[src/rtl/i2c_mst_ctrl_byte.sv]
// I2C master byte controller: sequences START/WRITE/READ/ACK/STOP commands
// for a bit-level controller from host request bits.
module i2c_mst_ctrl_byte (
  input  logic       clk,
  input  logic       rstn,
  input  logic       ena,
  input  logic       start,
  input  logic       stop,
  input  logic       read,
  input  logic       write,
  input  logic       ack_in,
  input  logic [7:0] din,
  output logic       cmd_ack,
  output logic       ack_out,
  output logic [7:0] dout,
  output logic       i2c_al,
  output logic [3:0] core_cmd,
  output logic       core_txd,
  input  logic       core_ack,
  input  logic       core_rxd,
  input  logic       core_al
);
  localparam logic [3:0] CMD_NOP   = 4'b0000;
  localparam logic [3:0] CMD_START = 4'b0001;
  localparam logic [3:0] CMD_STOP  = 4'b0010;
  localparam logic [3:0] CMD_WRITE = 4'b0100;
  localparam logic [3:0] CMD_READ  = 4'b1000;

  typedef enum logic [2:0] {ST_IDLE, ST_START, ST_WRITE, ST_READ, ST_ACK, ST_STOP} state_t;

  state_t     state_q, state_d;
  logic [7:0] sr_q, sr_d, dout_q, dout_d;
  logic [2:0] cnt_q, cnt_d;
  logic [3:0] cmd_q, cmd_d;
  logic       txd_q, txd_d, cmd_ack_q, cmd_ack_d, ack_out_q, ack_out_d;
  logic       al_q, al_d, core_al_q, rd_q, rd_d;
  logic       go;

  // cmd_ack_q blocks a restart while the host is still dropping its requests
  assign go = (start | stop | read | write) & ~cmd_ack_q;

  always_ff @(posedge clk or negedge rstn) begin
    if (!rstn) begin
      state_q   <= ST_IDLE;
      sr_q      <= 8'h00;
      dout_q    <= 8'h00;
      cnt_q     <= 3'd0;
      cmd_q     <= CMD_NOP;
      txd_q     <= 1'b0;
      cmd_ack_q <= 1'b0;
      ack_out_q <= 1'b0;
      al_q      <= 1'b0;
      core_al_q <= 1'b0;
      rd_q      <= 1'b0;
    end else if (ena) begin
      state_q   <= state_d;
      sr_q      <= sr_d;
      dout_q    <= dout_d;
      cnt_q     <= cnt_d;
      cmd_q     <= cmd_d;
      txd_q     <= txd_d;
      cmd_ack_q <= cmd_ack_d;
      ack_out_q <= ack_out_d;
      al_q      <= al_d;
      core_al_q <= core_al;
      rd_q      <= rd_d;
    end
  end

  always_comb begin
    state_d   = state_q;
    sr_d      = sr_q;
    dout_d    = dout_q;
    cnt_d     = cnt_q;
    cmd_d     = cmd_q;
    txd_d     = txd_q;
    ack_out_d = ack_out_q;
    rd_d      = rd_q;
    cmd_ack_d = 1'b0;
    al_d      = core_al & ~core_al_q;
    if (core_al) begin
      state_d = ST_IDLE;
      cmd_d   = CMD_NOP;
      cnt_d   = 3'd0;
      txd_d   = 1'b0;
    end else begin
      case (state_q)
        ST_IDLE: if (go) begin
          sr_d  = din;
          cnt_d = 3'd7;
          if (start) begin
            state_d = ST_START; cmd_d = CMD_START;
          end else if (write) begin
            state_d = ST_WRITE; cmd_d = CMD_WRITE; txd_d = din[7]; rd_d = 1'b0;
          end else if (read) begin
            state_d = ST_READ; cmd_d = CMD_READ; rd_d = 1'b1;
          end else begin
            state_d = ST_STOP; cmd_d = CMD_STOP;
          end
        end
        ST_START: if (core_ack) begin
          if (write) begin
            state_d = ST_WRITE; cmd_d = CMD_WRITE; txd_d = sr_q[7]; rd_d = 1'b0;
          end else if (read) begin
            state_d = ST_READ; cmd_d = CMD_READ; rd_d = 1'b1;
          end else if (stop) begin
            state_d = ST_STOP; cmd_d = CMD_STOP;
          end else begin
            state_d = ST_IDLE; cmd_d = CMD_NOP; cmd_ack_d = 1'b1;
          end
        end
        ST_WRITE: if (core_ack) begin
          sr_d = {sr_q[6:0], 1'b0};
          if (cnt_q == 3'd0) begin
            state_d = ST_ACK; cmd_d = CMD_READ;
          end else begin
            cnt_d = cnt_q - 3'd1;
            txd_d = sr_q[6];
          end
        end
        ST_READ: if (core_ack) begin
          sr_d = {sr_q[6:0], core_rxd};
          if (cnt_q == 3'd0) begin
            state_d = ST_ACK; cmd_d = CMD_WRITE; txd_d = ack_in;
            dout_d  = {sr_q[6:0], core_rxd};
          end else begin
            cnt_d = cnt_q - 3'd1;
          end
        end
        ST_ACK: if (core_ack) begin
          if (!rd_q) ack_out_d = core_rxd;
          if (stop) begin
            state_d = ST_STOP; cmd_d = CMD_STOP;
          end else begin
            state_d = ST_IDLE; cmd_d = CMD_NOP; cmd_ack_d = 1'b1;
          end
        end
        ST_STOP: if (core_ack) begin
          state_d = ST_IDLE; cmd_d = CMD_NOP; cmd_ack_d = 1'b1;
        end
        default: begin
          state_d = ST_IDLE; cmd_d = CMD_NOP;
        end
      endcase
    end
  end

  assign cmd_ack  = cmd_ack_q;
  assign ack_out  = ack_out_q;
  assign dout     = dout_q;
  assign i2c_al   = al_q;
  assign core_cmd = cmd_q;
  assign core_txd = txd_q;
endmodule

[config.mk]
export PLATFORM = sky130hd
export DESIGN_NAME = i2c_mst_ctrl_byte
export DESIGN_NICKNAME = d
export VERILOG_FILES = /design/src/rtl/i2c_mst_ctrl_byte.sv
export SDC_FILE = /design/constraint.sdc
export NUM_CORES = 1
export LEC_CHECK = 0
export ABC_AREA = 0
export CORE_MARGIN = 5
export CORE_UTILIZATION = 50
export CTS_CLUSTER_SIZE = 10
export DETAILED_ROUTE_END_ITERATION = 10
export PLACE_DENSITY = 0.82
export SYNTH_ARGS = -nofsm -noshare
export SYNTH_HDL_FRONTEND = slang
export SYNTH_SLANG_ARGS = --single-unit
[constraint.sdc]
create_clock -name clk -period 2.64 [get_ports clk]
set_clock_uncertainty 0.2 [all_clocks]
set_input_delay 0.792 -clock clk [delete_from_list [all_inputs] [get_ports clk]]
set_output_delay 0.792 -clock clk [all_outputs]
set_load 0.03 [all_outputs]
==> out/summary.md, run 1 <==
The flow ran to the end, and the final reports show no timing, DRC or antenna violations. From synthesis to final layout, the design area changed by 32.6%. After technology mapping, the gate count stands at 189. Timing would allow up to 401 MHz. The run gives 0.455 as the proportion of synthesized chip area in sequential cells. The path class of the tightest hold or removal check is flip-flop to flip-flop. In this run the cell area measured after placement is 2250 um2. Combinational share of power: 0.467. The critical path in this run is classified as flip-flop to output pin.

The die height works out to 69.3 um. For the largest net degree at the start of global routing, the log shows 33. On the critical path, the stage with the largest delay is an instance of sky130_fd_sc_hd__clkdlybuf4s50_1. The final-report setup violation count is 0. The violation count after the first detailed-routing iteration was 125; the effective utilization at floorplan was 0.523. In the final design database the tool counted 259 nets.

In the synthesized netlist the dominant register cell turns out to be sky130_fd_sc_hd__dfrtp_1. Setup repair after global routing left no endpoint under its margin. Met3 capacity usage during global routing: 0.0478. For the met1 layer usage reported by global route, the log shows 0.230. The final clock period utilization by the worst path works out to 0.945.

The average routed wire per standard cell was 15.1 um. Summed over all instances, the cell type with the most area after synthesis is sky130_fd_sc_hd__dfrtp_1. The number of antenna violations at the first check in global routing was 0; the post-synth net total was 210. The horizontal extent of the die was 69.3 um; the maximum number of buffers from clock root to sink was 2.

The tool flagged a number of max-cap violations equal to 0. The power density relative to cell area was 993 nW/um2. The final instance count without filler cells came out at 285. The logs give 0.163 for the relative contribution of the clock network to total power and 4 for the number of iterations in the first detailed-routing pass. The fraction of layout cells with a size suffix above 1 works out to 0.197. In this run the power spent charging and discharging nets is 970 uW. The overall track demand over capacity in global routing is 0.185, and the number of different library cells in the post-synthesis netlist is 45. The internal portion of the total power is 1.35 mW.

The root buffer cell chosen for the clock tree is sky130_fd_sc_hd__clkbuf_4. Along the worst path, the maximum fanout reaches 6. During placement, the flow inserted port buffers numbering 34. The tools report the die outline area as 4800 um2.

The filler cell count in the final layout is 271. The standard cell core area came out at 3360 um2. The cell class contributing the biggest share of worst-path delay was buffers and inverters. The logs give 1574 for the number of global-route vias before repair and 873 um2 for the area occupied by multi-input gates. Row generation in the floorplan step produced 21 rows. The clock tree synthesis step divided the H-tree into 2 levels. Counting I/O delays and the setup requirement, the final critical path takes 2.50 ns.

Data on the critical path is required at its endpoint by 1.65 ns. The run gives 1760 um2 as the netlist area before placement. The critical path goes through clkdlybuf4s50_1. The global routing stage identified its most utilized layer as met2. After routing the design area is 2330 um2.

For the met2 track demand over resource in global routing, the log shows 0.307. The post-layout utilization of the core is 0.693, and the number of synthesized flops with an enable pin is 0. The final number of hold-violating endpoints came out at 0. The critical path launch point type was a flip-flop. On the worst path, the slowest cell contributes a delay of 0.71 ns. Routability-driven placement finished with a final weighted congestion of 0.876. The number of buffer and inverter instances along the worst setup path is 1, and the post-detailed-placement half-perimeter wirelength is 3170 um. The switching portion of total power came out at 0.419. For the antenna cell count, the log shows 0. The normalized max-slew margin is 0.574, and the insertion delay to the later sink of the worst-skew pair is 0.34 ns. In the routed layout, each cell is associated on average with a via count of 5.64. The number of slew-limit violations in the final report is 0, and the warning count from the yosys run is 0. The run gives 0.680 mV as the peak supply drop.

Via total after detailed routing: 1606. The synthesized design contains 32 register bits. The proportion of register bits with asynchronous set or reset after synthesis is 1.00, and the total routed wirelength is 4300 um. The tools report the proportion of power drawn by flip-flops and latches as 0.370. The count of nets left with antenna violations once routing finished came out at 0.

At the pin with the least slew margin, the transition time is 0.639 ns. The standby leakage power was 0.997 nW; the overall power after layout was 2.32 mW. Data on the critical path arrives at its endpoint at 1.50 ns. The flip-flop and latch area was 801 um2; the clock-pin slew reported for the worst setup and hold paths after clock tree synthesis was 0.10 ns. The tightest hold path in the finished design has a slack of 0.251 ns. The clock sink count is 32. The mean cell area of the mapped netlist is 9.31 um2. For this run the aggregate overflow at the end of global routing stands at 0.

The tools report the CTS buffer count as 5. After detailed routing, the number of remaining DRC violations is 0. By area the synthesized netlist is led by sky130_fd_sc_hd__dfrtp_1 (46%), sky130_fd_sc_hd__mux2_2 (6.4%), sky130_fd_sc_hd__nand2_1 (6.2%). The worst setup path is captured at an output pin. The first global-routing pass estimated 7310 um of wire. TritonCTS built the clock tree. The share of Yosys cell area claimed by the top area cell type is 0.455, and the top-level port count is 35.

Once placement completed, the tool counted placed cells totaling 277.
==> sequential cells by signal, summed over array words and instances (netlist names) <==
| signal | count |
|---|---|
| state_q | 3 |
| cnt_q | 3 |
| core_cmd | 4 |
| core_al_q | 1 |
| rd_q | 1 |
| i2c_al | 1 |
| sr_q | 8 |
| core_txd | 1 |
| ack_out | 1 |
| dout | 8 |
| cmd_ack | 1 |
==> per-stage QoR <==
step / setup slack, ns / TNS (ns)
2_1_floorplan: 0.322 / 0
3_3_place_gp: -0.128 / -0.634
3_5_place_dp: -0.160 / -1.38
4_1_cts: 0.160 / 0
5_1_grt: 0.0854 / 0
6_report: 0.144 / 0
==> cell usage after synthesis, types with 3 or more instances <==
cell,count
sky130_fd_sc_hd__nor3_1,7
sky130_fd_sc_hd__inv_1,8
sky130_fd_sc_hd__nand3_1,4
sky130_fd_sc_hd__nand2_1,29
sky130_fd_sc_hd__mux2_2,10
sky130_fd_sc_hd__nand2b_1,3
sky130_fd_sc_hd__o31ai_1,3
sky130_fd_sc_hd__o21ai_0,9
sky130_fd_sc_hd__nor2_1,17
sky130_fd_sc_hd__a21oi_1,8
sky130_fd_sc_hd__buf_2,7
sky130_fd_sc_hd__dfrtp_1,32
sky130_fd_sc_hd__a31oi_1,7
==> cell type report <==
type,count,share of cell area
clock buffers,5,0.0161
clock inverters,3,0.0182
inverters,8,0.0129
multi-input cells,137,0.374
flip-flops and latches,32,0.343
well taps,46,0.0247
repair buffers,54,0.210
==> worst paths after layout <==
path | to | startpoint | depth (start not counted) | slack, ns
worst max-delay path | cmd_ack | cmd_ack | 1 | 0.14
worst min-delay path | i2c_al | core_al_q | 1 | 0.25
worst max register to register | sr_q[6] | state_q[0] | 4 | 0.40
worst min register to register | i2c_al | core_al_q | 1 | 0.25
max in group asynchronous | core_txd | rstn | 2 | 1.31
min in group asynchronous | core_al_q | rstn | 2 | 0.64
==> worst register-to-register path, stage by stage, from the launching register on <==
cell and delay, ns:
sky130_fd_sc_hd__dfrtp_1 0.60, sky130_fd_sc_hd__or4_4 0.65, sky130_fd_sc_hd__a21oi_4 0.40, sky130_fd_sc_hd__nor2_1 0.10, sky130_fd_sc_hd__a31oi_1 0.20
==> metal layers <==
metal,part of all wire,up-vias
li1,-,778
met1,0.43,768
met2,0.49,51
met3,0.059,9
met4,0.018,0
met5,0,-
==> power groups by stage <==
stage          Combinational, mW  Sequential, mW  Clock (mW)
2_1_floorplan              0.675           0.888           0
3_3_place_gp                1.03           0.855           0
3_5_place_dp                1.07           0.865           0
4_1_cts                     1.08           0.854       0.378
5_1_grt                     1.18           0.889       0.406
6_report                    1.08           0.856       0.378
==> cell usage in the layout, fill, tap and decap left out, types with 8 or more instances in the layout <==
master                             n
sky130_fd_sc_hd__a21oi_1           8
sky130_fd_sc_hd__buf_4            20
sky130_fd_sc_hd__clkdlybuf4s50_1  34
sky130_fd_sc_hd__dfrtp_1          32
sky130_fd_sc_hd__inv_1             8
sky130_fd_sc_hd__mux2_2           10
sky130_fd_sc_hd__nand2_1          29
sky130_fd_sc_hd__nor2_1           17
sky130_fd_sc_hd__o21ai_0           9
==> logic make-up after synthesis <==
logic type / Yosys count / share of synthesized area
AO/OA/AOI/OAI: 46 / 0.183
XOR/XNOR: 1 / 0.00498
adder cells (fa/ha/maj): 2 / 0.0142
buffers and inverters: 20 / 0.0519
flip-flops: 32 / 0.455
multiplexers: 12 / 0.0761
AND/OR/NAND/NOR: 76 / 0.214
==> what timing repair did <==
item                                    4_1_cts  5_1_grt
gates resized for setup                       0        1
setup buffers                                 0        0
hold buffers                                  0        0
endpoints found under the setup margin        0        1
Note: power is estimated with default switching activity, not from simulation.
==> inputs of run 2 (changes only) <==
Settings changed: CORE_UTILIZATION 50 to 35, MAX_ROUTING_LAYER set to met4, PLACE_DENSITY 0.82 to 0.62, SKIP_LAST_GASP set to 1.
==> run 2 against run 1 <==
Effect of this change: first-iteration DRC count is 8.8% lower; wire length down 3.7%; non-clock buffer count did not move; largest cell class unchanged; largest power group unchanged.
==> out/summary.md, run 2 (synthesis gave the netlist of run 1 again) <==
The run finished with clean final reports. The final clock period utilization by the worst path was 0.963 (+0.0178). The cell type of the slowest stage on the worst timing path is sky130_fd_sc_hd__nor4_1. The average routed wire per standard cell was 13.5 um (-10%). The count of standard-cell rows is 25 (+19%).

The tightest min-delay check is of the flip-flop to flip-flop type. The number of iterations in the first detailed-routing pass came out at 5 (+1). The tree is rooted in a sky130_fd_sc_hd__clkbuf_8.

The run gives 114 (-8.8%) as the violation count after the first detailed-routing iteration. The final-report setup violation count is 0 (unchanged), and the post-route minimum period is 2.54 ns (+0.0470 ns). Setup repair after global routing left no endpoint under its margin. The worst setup path is launched from an input port. The tools report the standard cell core area as 4790 um2 (+42%).

For the standby leakage power, the log shows 1.01 nW (+1.6%). The post-detailed-placement half-perimeter wirelength was 3090 um (-2.6%); the standard cell area after detailed placement was 2280 um2 (+1.7%). The peak supply drop is 0.381 mV (-44%), and the global-route wire length before repair is 7140 um (-2.4%). The tools report the top-level port count as 35 (unchanged). The post-layout instance area was 2390 um2 (+2.6%). The tools report the effective utilization at floorplan as 0.368 (-0.155). The run gives 0 (unchanged) as the antenna cell count. The number of port buffers was 34 (unchanged). The power density relative to cell area was 993 nW/um2 (about the same); the worst path setup slack after routing was 0.0972 ns (-0.0470 ns). The detailed-route vias per instance came out at 5.05 (-10%). The run gives 0 (unchanged) as the number of max-cap violations. The overall track demand over capacity in global routing was 0.145 (-0.0401).

The kind of cell with the highest combined delay along the critical path is simple AND/OR/NAND/NOR gates. Net count reported at finish: 259 (unchanged). Number of global-route vias before repair: 1489 (-5.4%). In the layout the commonest cells are sky130_fd_sc_hd__clkdlybuf4s50_1 (34), sky130_fd_sc_hd__dfrtp_1 (32), sky130_fd_sc_hd__nand2_1 (29), sky130_fd_sc_hd__buf_4 (19), sky130_fd_sc_hd__nor2_1 (17). The run gives 0 (unchanged) as the final number of hold-violating endpoints. For the clock sink count, the log shows 32 (unchanged). The filler cell count in the final layout was 461 (+70%). Setup slack on the worst flop-to-flop path: 0.47 ns (+0.07 ns). The final antenna-violating net count is 0 (unchanged), and the die outline area is 6540 um2 (+36%).

The run gives 0.587 (+0.0125) as the normalized max-slew margin. The critical path is of the input port to flip-flop type. The number of buffer and inverter instances along the worst setup path came out at 1 (unchanged). The flip-flop and latch area is 801 um2 (unchanged). The largest driver fanout on the critical path was 3 (-3).

The number of antenna violations at the first check in global routing was 0 (unchanged). For the largest net degree at the start of global routing, the log shows 33 (unchanged). The signed area change from the synthesized netlist to the final layout is 36.0%, and the post-CTS setup-driven buffer insertion count is 0 (unchanged). The via total after detailed routing is 1544 (-3.9%), and the routability-driven placement congestion ratio is 0.850 (-3.0%). The tools report the total routed wirelength as 4140 um (-3.7%). The clock-pin slew reported for the worst setup and hold paths after clock tree synthesis was 0.07 ns (-0.03 ns); the hold-fix buffer count after cts was 0 (unchanged). The area occupied by multi-input gates was 867 um2 (-0.72%); the insertion delay to the later sink of the worst-skew pair was 0.28 ns (-0.06 ns).

The horizontal extent of the die works out to 80.9 um (+17%). The pin slew with the least headroom to its limit was 0.620 ns (-0.0187 ns); the total global routing overflow was 0 (unchanged). The signal on the critical path passes through clkdlybuf4s50_1 -> nor4_1 -> nand3_1 -> and3_1 -> o211ai_1 -> mux2_2. The tools report the category of the worst setup path capture point as a flip-flop. The DRC violation count after routing was 0 (unchanged); the fraction of layout cells with a size suffix above 1 was 0.188 (-0.00837). Required arrival time at the worst endpoint: 2.61 ns (+0.96 ns). The library cell used most frequently in the layout, excluding fill and tap cells, is sky130_fd_sc_hd__clkdlybuf4s50_1. The worst hold slack after final layout came out at 0.247 ns (-0.00391 ns).

The data arrival time of the worst path was 2.51 ns (+1.01 ns). The peak per-stage delay on the critical path is 0.49 ns (-0.22 ns), and the maximum number of buffers from clock root to sink is 2 (unchanged). Number of slew-limit violations in the final report: 0 (unchanged).

TritonCTS built the clock tree. The logs give 393 MHz (-1.8%) for the peak clock frequency supported by timing and -0.202 ns (-0.0416 ns) for the worst setup timing slack at the placement stage. Die height: 80.9 um (+17%). The CTS buffer count was 5 (unchanged); the depth of the CTS H-tree was 2 (unchanged).

The number of cells upsized or downsized after cts is 0 (unchanged).
run 2: final cells by class:
class | count | share of cell area
clock buffer | 6 | 0.0303
clock inverter | 2 | 0.0146
inverter | 8 | 0.0126
multi-input combinational | 137 | 0.362
sequential | 32 | 0.335
tap | 67 | 0.0350
timing repair buffer | 54 | 0.210
run 2: metal layers:
| metal | up-vias | routed length (um) | GRT usage |
|---|---|---|---|
| met4 | 0 | 59 | 0.0608 |
| met3 | 5 | 133 | 0.0211 |
| met5 | - | 0 | - |
| met2 | 22 | 1990 | 0.226 |
| li1 | 776 | - | - |
| met1 | 741 | 1970 | 0.188 |
run 2: where the power goes:
group	internal, mW	switching [mW]
Sequential	0.662	0.197
Combinational	0.485	0.567
Clock	0.280	0.184
Total	1.43	0.948
run 2: worst paths after layout:
kind / end / cells after the start / start
setup / recovery: core_txd / 6 / start
hold / removal: i2c_al / 1 / core_al_q
setup reg to reg: core_txd / 5 / state_q[0]
hold reg to reg: i2c_al / 1 / core_al_q
max in group asynchronous: sr_q[7] / 2 / rstn
min in group asynchronous: i2c_al / 2 / rstn
run 2: per-stage QoR:
step                      power, mW  std cells  TNS, ns  utilization
after global routing           2.56        306        0        0.500
after global placement         1.90        298    -1.57        0.477
after floorplan                1.56        189        0            -
after detailed placement       1.93        298    -2.13        0.477
final                          2.37        306        0        0.500
after CTS                      2.40        306        0        0.500
